==> src/rtl/irrigation_controller.sv <==
// Irrigation sequencing controller: picks the outlet (sprinkler or drip),
// times the run, enforces a cooldown after every run and a tank-empty lockout.
// All outputs are registered from the next state, so they change on the same
// edge as the state they describe.
module irrigation_controller #(
    parameter int unsigned RUN_TICKS  = 8,
    parameter int unsigned COOL_TICKS = 4
) (
    input  logic       clk,
    input  logic       reset_n,
    input  logic       tick,
    input  logic [1:0] humidity,
    input  logic       tank_low,
    input  logic       auto_en,
    input  logic       manual_start,
    input  logic       manual_sel,
    input  logic       manual_stop,
    output logic       sprinkler_en,
    output logic       drip_en,
    output logic [1:0] mode,
    output logic       alarm,
    output logic       busy,
    output logic [2:0] dbg_state
);

    typedef enum logic [2:0] {
        S_IDLE     = 3'd0,
        S_RUN_SPR  = 3'd1,
        S_RUN_DRIP = 3'd2,
        S_COOL     = 3'd3,
        S_ALARM    = 3'd4
    } state_t;

    localparam logic [7:0] RUN_LIM  = RUN_TICKS[7:0];
    localparam logic [7:0] COOL_LIM = COOL_TICKS[7:0];

    state_t     state_q, state_d;
    logic [7:0] cnt_q, cnt_d;
    logic       manual_q, manual_d;
    logic [7:0] cnt_inc;
    logic       run_abort;
    logic       spr_d, drip_d, alarm_d, busy_d;
    logic [1:0] mode_d;

    // Saturating increment: the counter parks at 255 instead of wrapping.
    assign cnt_inc = (cnt_q == 8'hFF) ? cnt_q : cnt_q + 8'd1;

    // Auto runs stop on wet soil or leaving auto mode; manual runs stop on
    // manual_stop or entering auto mode. Run type is fixed at entry, so the
    // level of auto_en is enough to detect the abort edge.
    assign run_abort = manual_q ? (manual_stop || auto_en)
                                : ((humidity == 2'b00) || !auto_en);

    assign dbg_state = state_q;

    // Next-state and next-output logic; tank_low outranks every other exit.
    always_comb begin
        state_d  = state_q;
        cnt_d    = cnt_q;
        manual_d = manual_q;
        if (tick) cnt_d = cnt_inc;
        case (state_q)
            S_IDLE: begin
                cnt_d = 8'd0;
                if (tank_low) begin
                    state_d = S_ALARM;
                end else if (auto_en) begin
                    manual_d = 1'b0;
                    if (humidity == 2'b11)      state_d = S_RUN_SPR;
                    else if (humidity == 2'b10) state_d = S_RUN_DRIP;
                end else if (manual_start && !manual_stop) begin
                    manual_d = 1'b1;
                    state_d  = manual_sel ? S_RUN_SPR : S_RUN_DRIP;
                end
            end
            S_RUN_SPR, S_RUN_DRIP: begin
                if (tank_low) begin
                    state_d = S_ALARM;
                    cnt_d   = 8'd0;
                end else if ((tick && cnt_inc >= RUN_LIM) || run_abort) begin
                    state_d = S_COOL;
                    cnt_d   = 8'd0;
                end
            end
            S_COOL: begin
                if (tank_low) begin
                    state_d = S_ALARM;
                    cnt_d   = 8'd0;
                end else if (tick && cnt_inc >= COOL_LIM) begin
                    state_d = S_IDLE;
                    cnt_d   = 8'd0;
                end
            end
            S_ALARM: begin
                cnt_d = 8'd0;
                if (!tank_low) state_d = S_COOL;
            end
            default: begin
                state_d = S_IDLE;
                cnt_d   = 8'd0;
            end
        endcase

        spr_d   = (state_d == S_RUN_SPR);
        drip_d  = (state_d == S_RUN_DRIP);
        alarm_d = (state_d == S_ALARM);
        busy_d  = (state_d != S_IDLE);
        if (spr_d)       mode_d = 2'b01;
        else if (drip_d) mode_d = 2'b10;
        else             mode_d = auto_en ? 2'b00 : 2'b11;
    end

    // State, counter and registered outputs; reset closes valves immediately.
    always_ff @(posedge clk or negedge reset_n) begin
        if (!reset_n) begin
            state_q      <= S_IDLE;
            cnt_q        <= 8'd0;
            manual_q     <= 1'b0;
            sprinkler_en <= 1'b0;
            drip_en      <= 1'b0;
            mode         <= 2'b00;
            alarm        <= 1'b0;
            busy         <= 1'b0;
        end else begin
            state_q      <= state_d;
            cnt_q        <= cnt_d;
            manual_q     <= manual_d;
            sprinkler_en <= spr_d;
            drip_en      <= drip_d;
            mode         <= mode_d;
            alarm        <= alarm_d;
            busy         <= busy_d;
        end
    end

endmodule
==> config.mk <==
export PLATFORM = sky130hd
export DESIGN_NAME = irrigation_controller
export DESIGN_NICKNAME = d
export VERILOG_FILES = /design/src/rtl/irrigation_controller.sv
export SDC_FILE = /design/constraint.sdc
export NUM_CORES = 1
export LEC_CHECK = 0
export ABC_AREA = 1
export ABC_CLOCK_PERIOD_IN_PS = 2000
export CAP_MARGIN = 40
export CORE_MARGIN = 1.5
export CORE_UTILIZATION = 40
export CTS_BUF_LIST = sky130_fd_sc_hd__clkbuf_2 sky130_fd_sc_hd__clkbuf_4 sky130_fd_sc_hd__clkbuf_8
export DETAILED_ROUTE_END_ITERATION = 12
export PLACE_DENSITY_LB_ADDON = 0.25
export SYNTH_ARGS = -nofsm -noshare
export SYNTH_HDL_FRONTEND = slang
export SYNTH_SLANG_ARGS = --single-unit
==> constraint.sdc <==
create_clock -name clk -period 2 [get_ports clk]
set_input_delay 0.4 -clock clk [delete_from_list [all_inputs] [get_ports clk]]
set_output_delay 0.4 -clock clk [all_outputs]
set_load 0.01 [all_outputs]
==> results of run 1 <==
-- cells by family after synthesis --
kind of cell,after synthesis,share of synthesized area
buffers and inverters,18,0.06345
and+or+nand+nor,72,0.3502
DFF,18,0.4230
xor gates and xnor gates,1,0.008227
muxes,1,0.009401
adders and majority gates,1,0.01175
AOI/OAI and AO/OA,23,0.1340
-- registers in the layout, summed over array words and instances, names as in the netlist --
name	flops
alarm	1
busy	1
cnt_q	8
dbg_state	3
drip_en	1
manual_q	1
mode	2
sprinkler_en	1
-- routing by layer --
layer | vias up | track usage | share of wire
li1 | 528 | - | -
met1 | 490 | 0.2363 | 0.45
met2 | 30 | 0.2599 | 0.49
met3 | 2 | 0.05464 | 0.051
met4 | 0 | 0.05417 | 0.0062
met5 | - | 0 | 0
-- report_power, final --
group / switching (W) / internal, W
Clock: 0.000101 / 0.0000700
Sequential: 0.0000543 / 0.000451
Combinational: 0.000311 / 0.000294
-- synthesized netlist by cell type, types with 3 or more instances --
cell type and n:
sky130_fd_sc_hd__inv_1 15, sky130_fd_sc_hd__nand2_2 3, sky130_fd_sc_hd__inv_2 3, sky130_fd_sc_hd__nand3_1 11, sky130_fd_sc_hd__nor2_1 17, sky130_fd_sc_hd__o21ai_0 5
sky130_fd_sc_hd__dfrtp_1 18, sky130_fd_sc_hd__nand3_2 3, sky130_fd_sc_hd__nand4_1 3, sky130_fd_sc_hd__nand2_1 25, sky130_fd_sc_hd__nor2_4 3, sky130_fd_sc_hd__a21oi_1 8
sky130_fd_sc_hd__a221oi_1 3, sky130_fd_sc_hd__nand2_4 3
-- critical path, cell delays in order, from the launching register on --
cell and delay [ps]:
sky130_fd_sc_hd__dfrtp_1 430, sky130_fd_sc_hd__ha_4 190, sky130_fd_sc_hd__nand3_4 70, sky130_fd_sc_hd__nor2_2 40, sky130_fd_sc_hd__nor2_1 140, sky130_fd_sc_hd__nor2_1 50, sky130_fd_sc_hd__nor2_1 130, sky130_fd_sc_hd__nand3_2 110
sky130_fd_sc_hd__nand2_4 100, sky130_fd_sc_hd__nand3_2 80, sky130_fd_sc_hd__nand2_2 60, sky130_fd_sc_hd__inv_2 40, sky130_fd_sc_hd__nor2_4 140, sky130_fd_sc_hd__nand2_2 90, sky130_fd_sc_hd__nand2_1 60, sky130_fd_sc_hd__nand2_1 50
-- area by class of cell --
type,instances,area (sq um)
Inverter,18,67.56
Multi-Input combinational cell,98,634.4
Clock buffer,3,22.52
Tap cell,30,37.54
Timing Repair Buffer,33,300.3
Fill cell,217,985.9
Sequential cell,18,451.7
-- per-stage QoR --
stage / power (W) / utilization / hold slack, ps / TNS, ps / instances
after floorplan: 0.0008222 / - / 104.4 / 0 / 134
after global placement: 0.001069 / 0.5400 / 533.1 / 0 / 191
after detailed placement: 0.001069 / 0.5400 / 532.9 / -43.05 / 191
after CTS: 0.001265 / 0.5531 / 427.9 / 0 / 195
after global routing: 0.001383 / 0.6056 / 445.2 / -163.7 / 200
final: 0.001281 / 0.6056 / 427.9 / 0 / 200
-- worst paths after layout --
check / slack [ps] / cells after the start / from / end
max: 120 / 15 / cnt_q[1] / mode[0]
min: 430 / 2 / reset_n / cnt_q[4]
max reg2reg: 120 / 15 / cnt_q[1] / mode[0]
min reg2reg: 550 / 1 / dbg_state[2] / alarm
max in group asynchronous: 1350 / 2 / reset_n / cnt_q[2]
min in group clk: 550 / 1 / dbg_state[2] / alarm
-- timing repair --
action                     4_1_cts  5_1_grt
gates resized for setup          1       21
setup buffers                    1        5
setup endpoints to repair        1        9
pin swaps                        2       13
==> impl_results.rst, run 1 <==
.. list-table::
   :header-rows: 1

   * - Metric
     - Value
   * - Run status
     - finished clean
   * - Total core area
     - 0.002500 sq mm
   * - Class of the worst hold path
     - in -> async
   * - Final Setup Violations
     - 0
   * - Starting density of the core
     - 0.4259
   * - Detailed-route DRC error count
     - 0
   * - Final #Nets
     - 183
   * - Primary flip-flop cell chosen by synthesis mapping
     - sky130_fd_sc_hd__dfrtp_1
   * - Synthesized flop and latch total
     - 18
   * - Vias after detailed routing
     - 1050
   * - Initial DRC count
     - 32
   * - I/O pins
     - 19
   * - Post-Place Cell Area
     - between 0.001 and 0.0015 sq mm
   * - Average wire per standard cell
     - 12.09 um
   * - Number of iterations in the first detailed-routing pass
     - 4
   * - Via count of the first global-routing pass
     - 873
   * - Post-synthesis instance total
     - about 130
   * - Drt total wl
     - 2417 um
   * - Number of flops mapped to enable cells by yosys
     - 0
   * - Die outline area
     - 0.002981 sq mm
   * - CTS clock-pin slew for the worst setup and hold paths
     - 100 ps
   * - Antenna Diode Count
     - 0
   * - Ratio of cells with drive above 1 in the final layout
     - 0.2882
   * - Floorplan die width
     - approximately 55 um
   * - Area leader, netlist
     - sky130_fd_sc_hd__dfrtp_1
   * - Average cell area after synthesis
     - just under 8 sq um
   * - Worst-case vdd ir drop
     - 762.1 uV
   * - Final Max Tran Viols
     - 0
   * - Kind of end point of the critical path
     - flop
   * - Worst Path Arrival
     - approximately 2100 ps
   * - Number of H-tree branching levels
     - 1
   * - Routed Antenna Nets
     - 0
   * - Leading cell type in the layout, fill and taps excluded
     - sky130_fd_sc_hd__nand2_1
   * - Clock Sink Count
     - 18
   * - GRT Residual Overflow
     - 0
   * - Setup ws final
     - 121.8 ps
   * - Layout overhead on the synthesized area
     - 42.19%
   * - Setup repair after global routing missed its margin
     - yes
   * - First-pass GRT wire length
     - around 3700 um
   * - Sequential cell area fraction in the yosys report
     - 0.4230
   * - Critical Path RT
     - 2190 ps
   * - RePlAce Congestion
     - 0.8344
   * - Net count after synthesis
     - 145
   * - Count of unique library cells instantiated by Yosys
     - 28
   * - Critical path launch point type
     - flop
   * - Maximum clock skew at final layout
     - 9.528 ps
   * - Async SR Flop Fraction
     - 1.000
   * - MaxCap Viol Count
     - 0
   * - Root cell of the clock tree
     - sky130_fd_sc_hd__clkbuf_4
   * - Worst setup path category
     - reg -> reg
   * - Leading cell types in the layout, fill and taps excluded
     - 21 x sky130_fd_sc_hd__nand2_1, 18 x sky130_fd_sc_hd__clkdlybuf4s50_1, 17 x sky130_fd_sc_hd__dfrtp_1, 15 x sky130_fd_sc_hd__inv_1, 14 x sky130_fd_sc_hd__nor2_1
   * - Hold buffer count at CTS
     - 0
   * - Critical path peak fanout
     - 4
   * - Warnings from Yosys
     - 0
   * - Worst skew pair latency
     - 290 ps
   * - Post-layout minimum cycle time
     - between 1500 and 2000 ps
   * - Number of failing hold endpoints at the final stage
     - 0
   * - Initial antenna violation count
     - 0
   * - Setup slack after placement
     - -43.05 ps
   * - Cell area after synthesis
     - 0.001065 sq mm
   * - HPWL after detailed placement
     - approximately 1700 um
   * - Worst slew margin relative to its limit
     - 0.8064
   * - Port bufs
     - 18
   * - Design area
     - ~0.0015 sq mm
   * - Global-route total usage across every layer
     - 0.1734
   * - Measured slew at the worst slew-check pin
     - about 290 ps
   * - P_leak
     - 0.7219 nW
   * - Maximum number of pins on one net before global-route repair
     - 19
   * - Post-synth top area share
     - 0.4230
   * - Via density per instance
     - 5.250
   * - CTS tree
     - yes
   * - Number of buffers added by the clock tree synthesis step
     - 3
   * - Final cycle utilization of the critical path
     - 0.9391
   * - Number of core rows
     - 18
   * - Top cells by area, synth
     - sky130_fd_sc_hd__dfrtp_1 42%, sky130_fd_sc_hd__nand2_1 8.8%, sky130_fd_sc_hd__nor2_1 6.0%
   * - Die height
     - around 55 um
   * - Peak clock frequency supported by timing
     - around 530 MHz
   * - Clock Path Buffers
     - 2
   * - Areal power density over the cells
     - 845.8 mW/mm^2
(Power assumes the default switching activity.)
==> run 2: changes to the inputs <==
--- a/config.mk
+++ b/config.mk
@@ -12,6 +12,7 @@
 export CORE_UTILIZATION = 40
 export CTS_BUF_LIST = sky130_fd_sc_hd__clkbuf_2 sky130_fd_sc_hd__clkbuf_4 sky130_fd_sc_hd__clkbuf_8
 export DETAILED_ROUTE_END_ITERATION = 12
+export HOLD_SLACK_MARGIN = 0.12
 export PLACE_DENSITY_LB_ADDON = 0.25
 export SYNTH_ARGS = -nofsm -noshare
 export SYNTH_HDL_FRONTEND = slang
==> results of run 2 <==
No change in the layout: final DEF, timing and power equal those of run 1.
